`src/rtl/msk_kat_exp_fifo.sv`:
```
// Expected-value FIFO; pointers carry an extra wrap bit to tell full from empty.
module msk_kat_exp_fifo #(
  parameter int DEPTH = 4,
  parameter int W     = 128
) (
  input  logic         clk,
  input  logic         rst,
  input  logic         i_push,
  input  logic [W-1:0] i_wdata,
  input  logic         i_pop,
  output logic [W-1:0] o_rdata,
  output logic         o_empty,
  output logic         o_full
);

  localparam int AW = $clog2(DEPTH);

  logic [W-1:0] r_mem [DEPTH];
  logic [AW:0]  r_wptr;
  logic [AW:0]  r_rptr;
  logic         w_wr;
  logic         w_rd;

  assign o_empty = (r_wptr == r_rptr);
  assign o_full  = (r_wptr[AW] != r_rptr[AW]) && (r_wptr[AW-1:0] == r_rptr[AW-1:0]);
  assign o_rdata = r_mem[r_rptr[AW-1:0]];
  assign w_wr    = i_push && !o_full;
  assign w_rd    = i_pop && !o_empty;

  // Pointer update; push and pop in the same cycle both take effect
  always_ff @(posedge clk or posedge rst) begin
    if (rst) begin
      r_wptr <= '0;
      r_rptr <= '0;
    end else begin
      if (w_wr) r_wptr <= r_wptr + 1'b1;
      if (w_rd) r_rptr <= r_rptr + 1'b1;
    end
  end

  // Storage write
  always_ff @(posedge clk) begin
    if (w_wr) r_mem[r_wptr[AW-1:0]] <= i_wdata;
  end

endmodule

```
`config.mk`:
```
export PLATFORM = sky130hd
export DESIGN_NAME = msk_kat_exp_fifo
export DESIGN_NICKNAME = d
export VERILOG_FILES = /design/src/rtl/msk_kat_exp_fifo.sv
export SDC_FILE = /design/constraint.sdc
export NUM_CORES = 1
export LEC_CHECK = 0
export CAP_MARGIN = 20
export CORE_UTILIZATION = 30
export CTS_CLUSTER_DIAMETER = 80
export DETAILED_ROUTE_END_ITERATION = 8
export RECOVER_POWER = 25
export SYNTH_ARGS = -nofsm -noshare
export SYNTH_HDL_FRONTEND = slang
export SYNTH_SLANG_ARGS = --single-unit
```
`constraint.sdc`:
```
create_clock -name clk -period 4.9 [get_ports clk]
set_clock_uncertainty 0.1 [all_clocks]
set_input_delay 1.225 -clock clk [delete_from_list [all_inputs] [get_ports clk]]
set_output_delay 1.225 -clock clk [all_outputs]
set_load 0.03 [all_outputs]
```
## Yosys cells after proc, flatten, opt, wreduce, memory -nomap -nowiden

Memories as Yosys holds them, arrays and structs flattened.
Index checks and enable logic that the tools add are counted.

| storage, ports and cells | value |
|---|---|
| flip-flop bits (word level) | 6 |
| bits in writable memories | 512 |
| input bits | 132 |
| output and inout bits | 130 |
| logic and storage cells | 15 |
| memories kept | 1 |

| cells by class | value |
|---|---|
| add/sub/neg operators | 2 |
| eq/ne operators | 3 |
| mux-type cells | 2 |
| reduce and logical (&&, ||, !) cells | 5 |

Memory list:

| name | depth | width | rd ports | clocked after memory_dff | wr ports | line | source |
|---|---|---|---|---|---|---|---|
| r_mem | 4 | 128 | 1 | 0 | 1 | 18 | `logic [W-1:0] r_mem [DEPTH];` |

Operators by type and width:

| kind | number |
|---|---|
| $add 3x1->3 const B | 2 |
| $eq 3x3->1 | 1 |
| $logic_and 1x1->1 | 3 |
| $eq 2x2->1 | 1 |
| $logic_not 1->1 | 2 |
| $mux 1 | 2 |
| $ne 1x1->1 | 1 |

## Depth between registers and ports, before layout

Gate-level depths: netlist (run 1).

| depth | value |
|---|---|
| depth after elaboration | 6 |
| gate-level depth with buffers | 5 |
| depth with buffers taken out | 5 |

## Worst setup path after synthesis (run 1)

No wires, ideal clock.

| path | value |
|---|---|
| kind | input port to flip-flop |
| start point | input port i_push |
| end point | memory r_mem[3][0] (enable) |
| library setup time | 545 ps |
| data arrival time | 5,129 ps |
| data required time | 4,255 ps |
| setup slack | -874 ps |
| stages on the path | 2 |
| path buffers | 0 |
| path through | nand2_1 a31oi_2 |

| on the way | value |
|---|---|
| longest elaborated chain between the ends | 3 |

Ends and longest elaborated chain:

| element | line | source |
|---|---|---|
| start: declaration | 8 | `input logic i_push,` |
| $logic_and 1x1->1 | 27 | `assign w_wr = i_push && !o_full;` |
| $mux 1 | 43 | `if (w_wr) r_mem[r_wptr[AW-1:0]] <= i_wdata;` |
| $mux 1 (implied by the code) | 43 |  |
| end: declaration | 18 |  |

No other way between the ends.

## Final worst setup path (run 1)

| path | value |
|---|---|
| start point | register r_rptr[0] |
| end point | output port o_full |

| on the way | value |
|---|---|
| longest elaborated chain between the ends | 2 |

Ends and longest elaborated chain:

| element | line | source |
|---|---|---|
| start: declaration | 20 | `logic [AW:0] r_rptr;` |
| start signal: assignment | 37 | `if (w_rd) r_rptr <= r_rptr + 1'b1;` |
| $eq 2x2->1 | 25 | `assign o_full = (r_wptr[AW] != r_rptr[AW]) && (r_wptr[AW-1:0] == r_rptr[AW-1:0]);` |
| $logic_and 1x1->1 | 25 |  |
| end: declaration | 13 | `output logic o_full` |

No other way between the ends.

==> flow_metrics.py, run 1 <==
metrics = {
    "placement": {
        "dpl_cell_area_um2": 22700,
        "gp_congestion": 0.676,
        "port_buffers": 261,
        "dp_hpwl_mm": 23.4,
    },
    "synthesis": {
        "synth.area.top_cells": "edfxtp_1 81%, mux4_2 15%, dfrtp_1 0.79%, buf_6 0.71%, buf_2 0.34%",
        "async_flop_share_pct": 1.16,
        "ys_types": 26,
        "synth.top_cell.area_share_pct": 81.1,
        "avgSynthCellArea_um2": 26.4,
        "synth_cells": 719,
        "seq_area_frac_synth_pct": 81.9,
        "ys_ff_latch": 518,
        "yosysWarnings": 0,
        "synth_edf_count": 512,
        "syn_area_um2": 19000,
        "synth_top_area_cell": "edfxtp_1",
        "synth_nets": 856,
        "synth_flop_cell": "edfxtp_1",
    },
    "global_routing": {
        "antenna_found_initial": 6,
        "grt_pass1_wl_mm": 58.2,
        "grt_pass1_vias": 9262,
        "grt_max_degree": 94,
        "grt_usage_pct": 12.2,
        "overflow": 0,
    },
    "clocking": {
        "cts_tree": "built",
        "path_clk_slew_ns": 0.06,
        "cts.repair.resized": 0,
        "cts_setup_buffers": 0,
        "htree_levels": 2,
        "clk_latency_ns": 0.59,
        "cts_buffers": 55,
        "clock-sinks": 518,
        "hold_buffers": 0,
        "ctsLongestPathBuffers": 3,
        "clockRootBuffer": "clkbuf_16",
    },
    "power_and_ir_drop": {
        "p_switching_mw": 5.13,
        "p_int_mw": 10.6,
        "vdd_drop_max_mv": 0.429,
        "powerDensity_nw_per_um2": 645,
        "seqPwrFrac_pct": 39.2,
        "p_sw_share_pct": 32.6,
        "p_leak_nw": 7.69,
        "p_comb_share_pct": 36.3,
        "p_clk_share_pct": 24.6,
    },
    "setup_path": {
        "cp.arrival_ns": 3.00,
        "cp_max_fo": 21,
        "path_cells": "xnor2_1, nand3_1, inv_1, clkdlybuf4s50_1",
        "crit_family": "buffers and inverters",
        "start_kind": "register",
        "regToRegSetupSlack_ns": 2.10,
        "slowest_stage": "clkdlybuf4s50_1",
        "cpPeakStageDelay_ns": 0.70,
        "crit_buf_inv": 2,
        "critPathKind": "reg2out",
        "crit_required_ns": 3.58,
        "end_kind": "output pin",
    },
    "timing": {
        "max_freq_mhz": 231,
        "worst_slew_pin_slew_ns": 0.755,
        "whs_ns": 0.457,
        "final_hold_viol_count": 0,
        "fin_crit_sh_pct": 88.2,
        "rsz0062_at_grt": "no",
        "fin_crit_ns": 4.32,
        "final-setup-viol-count": 0,
        "slew_headroom_pct": 49.7,
        "drv_slew": 0,
        "setup_tns_ns": 0,
    },
    "floorplan": {
        "die_h_um": 253,
        "io_pins": 262,
        "dieArea_um2": 64200,
        "fp-row-count": 91,
        "fp.dieW_um": 253,
        "start_util_pct": 30.6,
        "core-area_um2": 62100,
    },
    "detailed_routing": {
        "vias": 8595,
        "highest_layer": "met5",
        "wl_mm": 39.1,
        "antenna_left": 0,
        "drt_iter0_markers": 402,
        "post_drt_wl_per_cell_um": 20.5,
        "wl_met1_mm": 16.6,
        "viasPerCell": 4.50,
        "wl_met2_mm": 19.1,
        "wl_met3_mm": 2.52,
        "dr.pass1.iters": 5,
        "drc": 0,
    },
    "final_layout": {
        "finalInstanceArea_um2": 24400,
        "area_growth_pct": 28.6,
        "fin_nets": 1168,
        "drive_gt1_share_pct": 21.4,
    },
    "hold_path": {
        "hp-class": "reg2reg",
    },
    "run": {
        "drv_cap": 0,
    },
    "outcome": {
        "status": "completed",
    },
}
[stage by stage]
step,power [mW],cells,utilization [%],setup WS (ns)
finish,15.7,1910,39.3,0.579
global route,16.5,1908,39.3,0.393
CTS,16.1,1908,39.3,0.513
detailed placement,12.1,1811,36.6,1.16
global placement,12.1,1811,36.6,1.15
floorplan,9.95,719,-,0.0753
[routing by layer]
metal  up-vias  GRT usage, %
met2       241          19.8
li1       3766             -
met1      4510          15.8
met3        68          3.72
met5         -             0
met4        10          3.19
[kinds of logic (layout without fill, tap and decap cells)]
| kind of cell | Yosys count | count (layout) | share of synthesized area (%) |
|---|---|---|---|
| other | 0 | 2 | 0 |
| AND/OR/NAND/NOR | 11 | 11 | 0.317 |
| AO/OA/AOI/OAI | 13 | 13 | 0.482 |
| XOR/XNOR | 9 | 9 | 0.455 |
| multiplexers | 128 | 128 | 15.2 |
| flip-flops | 518 | 518 | 81.9 |
| adder cells (fa/ha/maj) | 5 | 5 | 0.330 |
| buffers and inverters | 35 | 387 | 1.34 |
[power by group through the flow]
stage          registers (mW)  logic [mW]  clock network (mW)
5_1_grt                  6.25        6.05                4.15
3_5_place_dp             6.27        5.85                   0
3_3_place_gp             6.22        5.85                   0
2_1_floorplan            6.22        3.73                   0
6_report                 6.16        5.71                3.86
4_1_cts                  6.18        5.87                4.00
[layout make-up]
cell class	instances	area, µm²
fillers	5456	37700
flip-flops and latches	518	15500
multi-input cells	166	3210
repair buffers	285	2910
clock buffers	66	1420
well taps	837	1050
clock inverters	31	255
inverters	5	18.8
diodes	2	5.00
[cell usage after synthesis, types with 2 or more instances]
library cell / number
nand2b_1: 2
and3_1: 3
a211oi_1: 2
a21oi_1: 4
ha_1: 5
clkbuf_1: 3
inv_1: 5
buf_6: 12
dfrtp_1: 6
o31ai_1: 4
xnor2_1: 5
buf_2: 13
xor2_1: 3
mux4_2: 128
edfxtp_1: 512
nand3_1: 2
[layout by cell type (no fill, tap or decap), drive strengths merged]
master and instances:
bufinv 4, and3 3, xor2 4, nand2 1
clkdlybuf4s50 185, nand2b 2, and2 1, xnor2 5
diode 2, dfrtp 6, o31ai 4, nor3 1
mux4 128, clkinvlp 1, inv 9, nand3 2
a31oi 2, clkinv 22, ha 5, dlygate4sd3 76
clkbuf 66, a21oi 4, edfxtp 512, nor2 1
a211oi 2, buf 24, a21o 1
[state kept, by name, indices dropped and copies added (netlist names)]
register  flops
r_mem       512
r_rptr        3
r_wptr        3
[path summary, 6_finish.rpt]
kind | startpoint | endpoint | cells after the start
worst min register to register | r_wptr[2] | r_wptr[2] | 1
worst max-delay path | r_rptr[0] | o_full | 4
min in group asynchronous | rst | r_wptr[0] | 2
worst max register to register | r_rptr[0] | r_mem[2][74] | 4
max in group asynchronous | rst | r_rptr[0] | 2
worst min-delay path | r_wptr[2] | r_wptr[2] | 1
Note: power is estimated with default switching activity, not from simulation.
==> run 2, diff against run 1 <==
Settings changed: PLACE_DENSITY set to 0.59.
==> run 2 against run 1 <==
Combinational power is essentially flat. Fmax grew 1.1%. Total power grew 0.68%. Sequential cell count is the same. Cell count shrank 0.10%. Critical endpoint is now o_rdata[103].
==> flow_metrics.py, run 2 (same netlist as run 1, synthesis figures left out) <==
metrics = {
    "timing": {
        "final-setup-viol-count": 0,
        "worst_slew_pin_slew_ns": 0.715,
        "fin_crit_sh_pct": 87.2,
        "max_freq_mhz": 234,
        "setup_tns_ns": 0,
        "slew_headroom_pct": 52.3,
        "final_hold_viol_count": 0,
        "whs_ns": 0.469,
        "fin_crit_ns": 4.27,
        "rsz0062_at_grt": "no",
        "drv_slew": 0,
        "fin_ws_ns": 0.626,
    },
    "run": {
        "drv_cap": 0,
    },
    "clocking": {
        "cts_buffers": 57,
        "htree_levels": 2,
        "cts_setup_buffers": 0,
        "clock-sinks": 518,
        "clockRootBuffer": "clkbuf_16",
        "hold_buffers": 0,
        "path_clk_slew_ns": 0.06,
        "ctsLongestPathBuffers": 3,
        "clk_latency_ns": 0.59,
        "cts_tree": "built",
        "cts.repair.resized": 0,
    },
    "global_routing": {
        "top_usage_layer": "met2",
        "antenna_found_initial": 8,
        "grt_usage_pct": 12.0,
        "grtUsageMet2_pct": 19.6,
        "use_met1_pct": 15.0,
        "grt_pass1_wl_mm": 56.8,
        "overflow": 0,
        "grt_max_degree": 96,
        "grt_use_met3_pct": 3.91,
        "grt_pass1_vias": 9117,
    },
    "setup_path": {
        "cp_max_fo": 35,
        "critPathKind": "reg2out",
        "crit_required_ns": 3.58,
        "crit-reg2reg-launch": "r_rptr[1]",
        "startpoint": "r_rptr[0]",
        "start_kind": "register",
        "cp.arrival_ns": 2.95,
        "end_kind": "output pin",
        "regToRegSetupSlack_ns": 2.05,
    },
    "floorplan": {
        "fp.dieW_um": 253,
        "die_h_um": 253,
        "io_pins": 262,
        "core-area_um2": 62100,
        "start_util_pct": 30.6,
        "fp-row-count": 91,
        "dieArea_um2": 64200,
    },
    "final_layout": {
        "fin_cells": 1908,
        "final_cell_mix": "512 x edfxtp_1, 184 x clkdlybuf4s50_1, 128 x mux4_2",
        "area_growth_pct": 28.8,
        "largest_reg_flops": 512,
        "drive_gt1_share_pct": 21.0,
        "finalInstanceArea_um2": 24400,
        "final_common_cell": "edfxtp_1",
        "fin_nets": 1161,
    },
    "power_and_ir_drop": {
        "seqPwrFrac_pct": 38.5,
        "p_leak_nw": 7.69,
        "p_int_mw": 10.7,
        "p_switching_mw": 5.13,
        "powerDensity_nw_per_um2": 649,
        "vdd_drop_max_mv": 0.258,
        "p_sw_share_pct": 32.4,
        "p_clk_share_pct": 25.4,
        "p_comb_share_pct": 36.0,
    },
    "placement": {
        "gp_congestion": 0.691,
        "port_buffers": 261,
        "dp.cells": 1802,
        "dpl_cell_area_um2": 22600,
        "dp_hpwl_mm": 22.4,
        "place_ws_ns": 1.16,
    },
    "hold_path": {
        "hp-class": "reg2reg",
        "hp-start": "r_wptr[2]",
    },
    "detailed_routing": {
        "wl_mm": 38.6,
        "drt_iter0_markers": 400,
        "post_drt_wl_per_cell_um": 20.2,
        "drc": 0,
        "dr.pass1.iters": 4,
        "viasPerCell": 4.44,
        "vias": 8468,
        "antenna_left": 0,
    },
    "outcome": {
        "status": "completed",
    },
}
[run 2: changes by cell type in the layout (fill, tap and decap cells not counted)]
cell / change
clkdlybuf4s50_1: -1
dlygate4sd3_1: +1
clkbuf_16: +4
diode_2: +3
buf_4: -8
buf_12: -1
[run 2: critical path: stages (launching register included)]
cell	delay, ns
dfrtp_4	0.50
buf_4	0.58
mux4_2	0.61
clkdlybuf4s50_1	0.62
[run 2: metal layers]
metal / share of wire [%] / up-vias
met4: 2.2 / 12
met5: 0.18 / -
met2: 49 / 226
met3: 7.1 / 68
met1: 41 / 4418
li1: - / 3744
[run 2: power by group through the flow]
stage	Clock (mW)	Sequential (mW)	Combinational, mW
detailed placement	0	6.20	5.88
global route	4.32	6.17	6.05
finish	4.03	6.10	5.71
global placement	0	6.16	5.89
floorplan	0	6.22	3.73
CTS	4.17	6.11	5.90
[run 2: final timing paths]
check	to	cells after the start
max in group asynchronous	r_rptr[0]	2
min in group asynchronous	r_wptr[1]	2
setup / recovery	o_rdata[103]	3
hold / removal	r_wptr[2]	1
setup reg to reg	r_mem[2][112]	5
hold reg to reg	r_wptr[2]	1
[run 2: area by class of cell]
class | count | area (µm²)
Sequential cell | 518 | 15500
Multi-Input combinational cell | 166 | 3210
Inverter | 5 | 18.8
Fill cell | 5511 | 37600
Antenna cell | 5 | 12.5
Clock inverter | 31 | 255
Tap cell | 837 | 1050
Timing Repair Buffer | 276 | 2830
Clock buffer | 70 | 1520
[run 2: through the flow]
step,util (%),power [mW]
2_1_floorplan,-,9.95
3_3_place_gp,36.5,12.0
3_5_place_dp,36.5,12.1
4_1_cts,39.3,16.2
5_1_grt,39.3,16.5
6_report,39.3,15.8
==> run 3, diff against run 2 <==
Settings changed: CORE_UTILIZATION 30 to 46, HOLD_SLACK_MARGIN set to 0.05, PLACE_DENSITY 0.59 to 0.77.
Clock period 4.9 ns to 5.5 ns, I/O delays scaled along.
==> run 3 against run 2 <==
Register-to-register slack improved by 0.23 ns. Total power fell by 12%. Critical path depth did not move. Core utilization rose by 19 points. Count of clock-buffer cells in the layout fell by 8. Worst hold slack got worse by 0.0099 ns. Critical endpoint is now o_rdata[14].
==> flow_metrics.py, run 3 (same netlist as run 1, synthesis figures left out) <==
metrics = {
    "setup_path": {
        "crit_required_ns": 4.03,
        "regToRegSetupSlack_ns": 2.28,
        "cp_max_fo": 37,
        "cp.arrival_ns": 3.23,
        "r2r_cells": 4,
        "start_kind": "register",
        "startpoint": "r_rptr[0]",
        "end_kind": "output pin",
        "crit-reg2reg-launch": "r_rptr[0]",
        "critPathKind": "reg2out",
        "worstReg2RegEnd": "r_mem[2][50]",
    },
    "clocking": {
        "hold_buffers": 0,
        "ctsLongestPathBuffers": 3,
        "clockRootBuffer": "clkbuf_16",
        "clk_latency_ns": 0.57,
        "cts_setup_buffers": 0,
        "cts_tree": "built",
        "htree_levels": 2,
        "path_clk_slew_ns": 0.06,
        "cts_buffers": 52,
        "cts.repair.resized": 0,
        "clock-sinks": 518,
    },
    "final_layout": {
        "area_growth_pct": 26.1,
        "drive_gt1_share_pct": 21.4,
        "final_cell_mix": "512 x edfxtp_1, 185 x clkdlybuf4s50_1, 128 x mux4_2",
        "fin_nets": 1158,
        "final_common_cell": "edfxtp_1",
        "finalInstanceArea_um2": 23900,
        "fin_cells": 1592,
        "fillers": 2883,
        "largest_reg_flops": 512,
    },
    "detailed_routing": {
        "post_drt_wl_per_cell_um": 22.5,
        "dr.pass1.iters": 5,
        "wl_mm": 35.8,
        "drc": 0,
        "drt_iter0_markers": 525,
        "viasPerCell": 5.32,
        "antenna_left": 0,
        "vias": 8477,
    },
    "placement": {
        "dp.cells": 1499,
        "gp_congestion": 0.731,
        "dpl_cell_area_um2": 22300,
        "dp_hpwl_mm": 21.2,
        "port_buffers": 261,
        "place_ws_ns": 1.29,
    },
    "power_and_ir_drop": {
        "p_comb_share_pct": 35.4,
        "powerDensity_nw_per_um2": 581,
        "vdd_drop_max_mv": 0.332,
        "seqPwrFrac_pct": 40.0,
        "power_mw": 13.9,
        "p_clk_share_pct": 24.6,
        "p_leak_nw": 7.64,
        "p_switching_mw": 4.46,
        "p_sw_share_pct": 32.1,
        "p_int_mw": 9.44,
    },
    "floorplan": {
        "core-area_um2": 40700,
        "fp-row-count": 74,
        "fp.dieW_um": 205,
        "io_pins": 262,
        "start_util_pct": 46.5,
        "dieArea_um2": 42000,
        "die_h_um": 205,
    },
    "global_routing": {
        "grt_usage_pct": 17.2,
        "grt_max_degree": 82,
        "grt_pass1_vias": 8920,
        "antenna_found_initial": 8,
        "overflow": 0,
        "grt_pass1_wl_mm": 53.5,
    },
    "timing": {
        "fin_crit_ns": 4.70,
        "setup_tns_ns": 0,
        "max_freq_mhz": 213,
        "final-setup-viol-count": 0,
        "rsz0062_at_grt": "no",
        "fin_ws_ns": 0.795,
        "worst_slew_pin_slew_ns": 0.771,
        "fin_crit_sh_pct": 85.5,
        "drv_slew": 0,
        "slew_headroom_pct": 48.6,
        "final_hold_viol_count": 0,
    },
    "hold_path": {
        "hp-class": "reg2reg",
        "hp-start": "r_wptr[2]",
        "hold_end": "r_wptr[2]",
        "holdPathStages": 1,
    },
    "outcome": {
        "status": "completed",
    },
    "run": {
        "drv_cap": 0,
    },
}
==> run 3: cell types whose count changed in the layout (fill, tap and decap cells not counted), moves of 2 or more <==
cell	change
diode_2	-2
clkbuf_16	-6
inv_6	-2
clkinvlp_4	+2
clkinv_1	-9
buf_4	+3
bufinv_16	+2
clkbuf_1	-2
clkinv_2	+4
==> run 3: through the flow <==
| stage | hold slack, ns | util, % |
|---|---|---|
| finish | 0.459 | 58.7 |
| detailed placement | 0.448 | 54.6 |
| CTS | 0.460 | 58.7 |
| global placement | 0.436 | 54.6 |
| global route | 0.509 | 58.7 |
| floorplan | 0.415 | - |
==> run 3: worst max-delay path by stage <==
stage	end	slack, ns	cells past startpoint
3_3_place_gp	o_rdata[6]	1.29	3
2_1_floorplan	r_mem[0][0]	0.53	1
6_report	o_rdata[14]	0.80	3
5_1_grt	o_rdata[88]	0.55	3
4_1_cts	o_rdata[14]	0.63	3
3_5_place_dp	o_rdata[103]	1.29	3
==> run 3: metal layers <==
| metal | wire (µm) | track usage, % | vias to the layer above |
|---|---|---|---|
| met4 | 722 | 5.69 | 10 |
| met2 | 17200 | 26.6 | 268 |
| met3 | 3210 | 6.32 | 63 |
| li1 | - | - | 3721 |
| met1 | 14600 | 22.5 | 4415 |
| met5 | 73 | 0 | - |
==> run 3: critical path, stage by stage, from the launching register on <==
cell             delay (ns)
dfrtp_4                0.92
buf_4                  0.52
mux4_2                 0.60
clkdlybuf4s50_1        0.62
==> run 3: power groups by stage <==
stage                     registers (mW)  clock network [mW]  logic (mW)
after floorplan                     5.54                   0        3.32
after global placement              5.62                   0        4.97
after detailed placement            5.66                   0        5.00
after CTS                           5.59                3.51        5.03
after global routing                5.65                3.64        5.19
final                               5.57                3.42        4.92
==> run 3: final cells by class <==
class / count / area, µm² / share of cell area [%]
well taps: 532 / 666 / 2.78
clock buffers: 62 / 1360 / 5.69
repair buffers: 278 / 2830 / 11.8
inverters: 5 / 18.8 / 0.0785
diodes: 3 / 7.51 / 0.0314
clock inverters: 28 / 297 / 1.24
multi-input cells: 166 / 3210 / 13.4
flip-flops and latches: 518 / 15500 / 64.9
